$ cat config.mk
export PLATFORM = sky130hd
export DESIGN_NAME = led_scan_sequencer
export DESIGN_NICKNAME = d
export VERILOG_FILES = /design/src/rtl/scan_pkg.sv /design/src/rtl/scan_prescaler.sv /design/src/rtl/led_scan_sequencer.sv
export SDC_FILE = /design/constraint.sdc
export NUM_CORES = 1
export LEC_CHECK = 0
export BUFFER_PORTS_ARGS = -buffer_cell sky130_fd_sc_hd__buf_2
export CORE_MARGIN = 10
export CORE_UTILIZATION = 45
export CTS_CLUSTER_SIZE = 28
export DETAILED_ROUTE_END_ITERATION = 8
export SYNTH_ARGS = -nofsm -noshare
export SYNTH_HDL_FRONTEND = slang
export SYNTH_SLANG_ARGS = --single-unit
$ cat constraint.sdc
create_clock -name clk -period 3 [get_ports clk]
set_input_delay 0.6 -clock clk [delete_from_list [all_inputs] [get_ports clk]]
set_output_delay 0.6 -clock clk [all_outputs]
set_load 0.03 [all_outputs]
$ cat src/rtl/scan_pkg.sv
// Purpose: shared constants for the LED scan sequencer (FSM encoding, index and speed widths).
// Latency: n/a (declarations only).
// Backpressure: n/a.
package scan_pkg;

  // FSM state encoding, kept as plain constants for legacy tools.
  localparam logic [1:0] S_IDLE  = 2'd0;
  localparam logic [1:0] S_RUN   = 2'd1;
  localparam logic [1:0] S_PAUSE = 2'd2;

  localparam int         IDX_W   = 4;
  localparam logic [3:0] IDX_MAX = 4'd15;
  localparam int         SPEED_W = 2;

endpackage : scan_pkg

$ cat src/rtl/scan_prescaler.sv
// Purpose: programmable timebase; raises tick on the cycle its count reaches div-1.
// Latency: tick is combinational from the count register; count updates on the next edge.
// Backpressure: en=0 freezes the count; clr forces it to zero and overrides en.
//
// Ports:
//   clk, rst_n : clock, async active-low reset
//   clr        : synchronous clear of the count
//   en         : advance the count this cycle (tick is suppressed when low)
//   div        : requested divisor; 0 is treated as 1
//   tick       : high when the current cycle ends a divisor period
module scan_prescaler #(
  parameter int CNT_W = 21
) (
  input  logic         clk,
  input  logic         rst_n,
  input  logic         clr,
  input  logic         en,
  input  logic [CNT_W:0] div,
  output logic         tick
);

  localparam logic [CNT_W:0] ONE = (CNT_W+1)'(1);

  logic [CNT_W-1:0] cnt_q, cnt_d;
  logic [CNT_W:0]   div_c;
  logic [CNT_W:0]   div_m1;

  // A shift of PRESCALE can reach zero; a zero divisor would never tick.
  assign div_c  = (div == '0) ? ONE : div;
  assign div_m1 = div_c - ONE;

  // ">=" rather than "==" so a divisor that shrinks mid-count ticks
  // immediately instead of letting the counter run past it.
  assign tick = en && ({1'b0, cnt_q} >= div_m1);

  always_comb begin
    cnt_d = cnt_q;
    if (clr) begin
      cnt_d = '0;
    end else if (en) begin
      if (tick) cnt_d = '0;
      else      cnt_d = cnt_q + 1'b1;
    end
  end

  always_ff @(posedge clk or negedge rst_n) begin
    if (!rst_n) cnt_q <= '0;
    else        cnt_q <= cnt_d;
  end

endmodule : scan_prescaler

$ cat src/rtl/led_scan_sequencer.sv
// Purpose: generates the wrapping 0..15 scan index for the LED bounce decoder, with run/pause,
//          speed select and one-shot (single 16-step sweep) modes.
// Latency: all outputs registered; first index step lands div edges after the edge taking start.
// Backpressure: run=0 freezes index and prescaler; start restarts from index 0 in any state.
//
// Ports:
//   clk, rst_n : clock, async active-low reset
//   start      : 1-cycle pulse, (re)start from index 0
//   run        : level, 1 advances, 0 pauses
//   oneshot    : level, sampled at each tick; stop after the 15->0 wrap
//   speed      : divisor = max(PRESCALE >> speed, 1)
//   idx        : scan index to the decoder
//   step       : 1-cycle pulse in the cycle idx shows its new value
//   busy       : high while running or paused
//   done       : 1-cycle pulse when a one-shot sweep completes
module led_scan_sequencer
  import scan_pkg::*;
#(
  parameter int PRESCALE = 1500000,
  parameter int CNT_W    = 21
) (
  input  logic               clk,
  input  logic               rst_n,
  input  logic               start,
  input  logic               run,
  input  logic               oneshot,
  input  logic [SPEED_W-1:0] speed,
  output logic [IDX_W-1:0]   idx,
  output logic               step,
  output logic               busy,
  output logic               done
);

  localparam logic [CNT_W:0] PRESCALE_V = (CNT_W+1)'(PRESCALE);

  logic [1:0]       state_q, state_d;
  logic [IDX_W-1:0] idx_q, idx_d;
  logic             step_q, step_d;
  logic             busy_q, busy_d;
  logic             done_q, done_d;

  logic [CNT_W:0]   div_raw;
  logic             presc_en;
  logic             tick;

  assign div_raw  = PRESCALE_V >> speed;
  // The prescaler only advances on edges where the FSM stays in RUN; a
  // coincident run=0 pauses instead of ticking, and start clears it.
  assign presc_en = (state_q == S_RUN) && run;

  scan_prescaler #(
    .CNT_W (CNT_W)
  ) u_presc (
    .clk   (clk),
    .rst_n (rst_n),
    .clr   (start),
    .en    (presc_en),
    .div   (div_raw),
    .tick  (tick)
  );

  always_comb begin
    state_d = state_q;
    idx_d   = idx_q;
    step_d  = 1'b0;
    done_d  = 1'b0;

    case (state_q)
      S_IDLE: begin
        idx_d = '0;
        if (start) state_d = run ? S_RUN : S_PAUSE;
      end

      S_RUN: begin
        // start outranks both pause and a coincident tick.
        if (start) begin
          idx_d   = '0;
          state_d = run ? S_RUN : S_PAUSE;
        end else if (!run) begin
          state_d = S_PAUSE;
        end else if (tick) begin
          idx_d  = idx_q + 1'b1;
          step_d = 1'b1;
          if ((idx_q == IDX_MAX) && oneshot) begin
            done_d  = 1'b1;
            state_d = S_IDLE;
          end
        end
      end

      S_PAUSE: begin
        if (start) begin
          idx_d   = '0;
          state_d = run ? S_RUN : S_PAUSE;
        end else if (run) begin
          state_d = S_RUN;
        end
      end

      default: begin
        state_d = S_IDLE;
        idx_d   = '0;
      end
    endcase

    busy_d = (state_d == S_RUN) || (state_d == S_PAUSE);
  end

  always_ff @(posedge clk or negedge rst_n) begin
    if (!rst_n) begin
      state_q <= S_IDLE;
      idx_q   <= '0;
      step_q  <= 1'b0;
      busy_q  <= 1'b0;
      done_q  <= 1'b0;
    end else begin
      state_q <= state_d;
      idx_q   <= idx_d;
      step_q  <= step_d;
      busy_q  <= busy_d;
      done_q  <= done_d;
    end
  end

  assign idx  = idx_q;
  assign step = step_q;
  assign busy = busy_q;
  assign done = done_q;

endmodule : led_scan_sequencer
==> impl_metrics.sql <==
INSERT INTO impl_metrics (metric_group, metric, value, unit) VALUES
('layout', 'final_cells', '340', ''),
('clocking', 'ctsHtreeMaxLevel', '2', ''),
('clocking', 'cts.root.buffer_cell', 'clkbuf_8', ''),
('synth', 'ys_ff_latch', '30', ''),
('detailed_routing', 'drtIter0Drc', '110', ''),
('timing', 'worstMarginPinSlew', '0.7171', 'ns'),
('floorplanning', 'dieHeight', '90.15', 'µm'),
('timing', 'final.period_utilization', '94.18', '%'),
('job', 'maxcap_violations', '0', ''),
('layout', 'layout.cells.most_common_list', 'ha_1, dfrtp_1, nor2_1, nand3_1, buf_4', ''),
('worst_setup_path', 'worst_ep_arrival_time', '3.04', 'ns'),
('power', 'power_density', '344.0', 'nW/µm²'),
('layout', 'synthToLayoutAreaGrowth', '15.65', '%'),
('power', 'vdd_drop_max', '0.0001965', 'V'),
('min_path', 'hold_wc_path_type', 'in -> async', ''),
('timing', 'remaining_max_slew_budget_at_the_tightest_pin', '51.75', '%'),
('detailed_routing', 'route.detailed.wl_per_inst', '14.26', 'µm'),
('timing', 'final-setup-viol-count', '0', ''),
('worst_setup_path', 'cp.required', '3.22', 'ns'),
('global_routing', 'antenna_found_initial', '0', ''),
('detailed_routing', 'detailroute.via_count', '1839', ''),
('floorplanning', 'die_boundary_width', '90.15', 'µm'),
('synth', 'post_synth_num_cell_types', '38', ''),
('clocking', 'cts_inserted_buffers', '5', ''),
('detailed_routing', 'postRouteAntennaNets', '0', ''),
('timing', 'setup_tns', '0', 'ns'),
('floorplanning', 'placementRows', '25', ''),
('global_routing', 'grtUsageTotal', '12.40', '%'),
('layout', 'finish.instance_area', '2561', 'µm²'),
('run_status', 'status', 'finished clean', ''),
('detailed_routing', 'detail_route.vias_per_cell', '5.409', ''),
('detailed_routing', 'drt-total-wl', '4849', 'µm'),
('clocking', 'clkSlewWorstSetupHoldPaths', '0.06', 'ns'),
('timing', 'rsz0062_at_grt', 'false', ''),
('synth', 'yosys_warnings', '0', ''),
('layout', 'final_net_count', '309', ''),
('detailed_routing', 'drc_violations_left', '0', ''),
('worst_setup_path', 'setup.worst_path.end_class', 'flip-flop', ''),
('synth', 'syn-num-nets', '277', ''),
('worst_setup_path', 'start_kind', 'input pin', ''),
('timing', 'post-route-min-period', '2.826', 'ns'),
('synth', 'synthesis.instances', '240', ''),
('layout', 'layout.area.seq', '750.7', 'µm²'),
('timing', 'final_hold_viol_count', '0', ''),
('worst_setup_path', 'critPathMaxFanout', '7', ''),
('power', 'leakage_power', '1.311', 'nW'),
('clocking', 'clk-insertion-delay-late', '0.28', 'ns'),
('floorplanning', 'placeableCoreArea', '4755', 'µm²'),
('floorplanning', 'floorplan.io_pins', '14', ''),
('global_routing', 'overflow', '0', ''),
('timing', 'slew_violations', '0', ''),
('timing', 'max_clock_freq', '0.3539', 'GHz'),
('floorplanning', 'initial_utilization', '46.58', '%'),
('layout', 'multi_input_gate_area', '1378', 'µm²'),
('placed_design', 'pre_cts_slack', '-0.1218', 'ns'),
('placed_design', 'placement.io_buffers', '13', ''),
('detailed_routing', 'dr.pass1.iters', '4', ''),
('placed_design', 'detailed_place.area', '2470', 'µm²'),
('synth', 'ys_seq_area_share', '33.90', '%'),
('timing', 'whs', '0.3472', 'ns'),
('layout', 'antenna_cells', '0', ''),
('clocking', 'numClockSinks', '30', ''),
('layout', 'postLayoutCoreUtil', '53.87', '%'),
('placed_design', 'hpwlAfterDp', '3672', 'µm'),
('layout', 'final_layout_size_suffix_gt1_share', '15.02', '%'),
('synth', 'synthesis.area_per_instance', '9.228', 'µm²'),
('global_routing', 'grt_start_max_net_pins', '31', ''),
('placed_design', 'gpl.final_weighted_congestion', '0.7851', ''),
('layout', 'fillerInstances', '454', ''),
('clocking', 'cts_tree', 'built', ''),
('global_routing', 'first_global_vias', '1846', ''),
('synth', 'syn_area', '2215', 'µm²'),
('power', 'total_power', '881.0', 'µW'),
('floorplanning', 'die-area', '8127', 'µm²'),
('worst_setup_path', 'setup.worst_path.class', 'in -> reg', ''),
('timing', 'fin_worst_skew', '0.004615', 'ns'),
('clocking', 'ctsLongestPathBuffers', '2', ''),
('clocking', 'cts_setup_buffers', '0', ''),
('timing', 'timing.final.ws_setup', '0.1745', 'ns'),
('global_routing', 'grt_first_pass_wirelength', '8452', 'µm'),
('clocking', 'cts_hold_repair.buffers', '0', ''),
('placed_design', 'placed_cells', '332', '');
## cell families after synthesis
kind of cell / share of synthesized area [%]
AO/OA/AOI/OAI: 12.66
multiplexers: 0.9040
buffers and inverters: 3.898
flip-flops: 33.90
XOR/XNOR: 5.932
AND/OR/NAND/NOR: 25.76
adder cells (fa/ha/maj): 16.95
## worst paths after layout
kind	start	to	slack, ns	cells after the start
worst max-delay path	speed[0]	u_presc.cnt_q[0]	0.17	12
worst min register to register	u_presc.cnt_q[20]	u_presc.cnt_q[20]	0.57	2
worst min-delay path	rst_n	idx[2]	0.35	1
min in group clk	run	state_q[1]	0.55	2
worst max register to register	u_presc.cnt_q[12]	u_presc.cnt_q[0]	0.52	8
max in group asynchronous	rst_n	u_presc.cnt_q[5]	2.22	1
## cell usage after synthesis
library cell	number	share of area, %
nor4bb_1	2	0.90
or3_1	1	0.28
mux2i_1	2	0.90
a21oi_2	1	0.40
nand2b_1	4	1.1
o211a_1	1	0.45
xnor2_1	4	1.6
nor2_1	27	4.6
a2111oi_1	1	0.45
nand2_1	17	2.9
a22o_1	6	2.4
a2bb2oi_1	1	0.40
nand4_1	8	2.3
a31oi_1	3	0.85
a21oi_1	8	1.8
a21o_1	6	2.0
dfrtp_1	30	34
and3b_1	1	0.40
inv_1	10	1.7
nand4b_1	1	0.40
nor3_1	2	0.45
nand3_1	20	4.5
nor3_4	1	0.73
nor2b_1	6	1.7
nand3b_1	1	0.34
o211ai_1	1	0.34
a221o_1	1	0.45
clkbuf_1	4	0.68
a211o_1	1	0.40
and4_1	5	2.0
and3_1	6	1.7
buf_6	3	1.5
nor4b_1	1	0.40
ha_1	30	17
o21ai_0	3	0.68
o31ai_1	6	2.0
xor2_1	11	4.4
nor4_1	4	1.1
## area by class of cell
cell class / instances / area share [%]
flip-flops and latches: 30 / 29.31
clock inverters: 1 / 0.1954
well taps: 67 / 3.273
inverters: 10 / 1.466
clock buffers: 7 / 3.371
multi-input cells: 193 / 53.79
repair buffers: 32 / 8.598
## state kept, by name, summed over array words and instances (netlist names)
name and cells:
done 1, u_presc.cnt_q 21, state_q 2, step 1, idx 4, busy 1
## repair_timing
| item | in CTS | in global routing |
|---|---|---|
| setup endpoints to repair | 0 | 1 |
| endpoints found under the hold margin | 0 | 0 |
| resized for setup | 0 | 1 |
## metal layers
layer	GRT usage, %	vias to the layer above	routed length, µm
li1	-	941	-
met1	14.69	858	2277
met2	20.46	27	2273
met3	3.159	13	159
met4	5.836	0	138
met5	0	-	0
## worst max-delay path, stage by stage
cell     delay, ns
buf_2         0.11
inv_1         0.07
ha_1          0.33
inv_1         0.08
ha_1          0.29
a21oi_1       0.13
o21ai_0       0.09
a221o_1       0.33
a211o_1       0.35
buf_4         0.18
or3_1         0.36
a21oi_2       0.12
## report_power, final
| part | total [mW] | internal (mW) | switching (mW) |
|---|---|---|---|
| Clock | 0.340 | 0.185 | 0.155 |
| Sequential | 0.421 | 0.411 | 0.00901 |
| Combinational | 0.121 | 0.0488 | 0.0717 |
(Power assumes the default switching activity.)
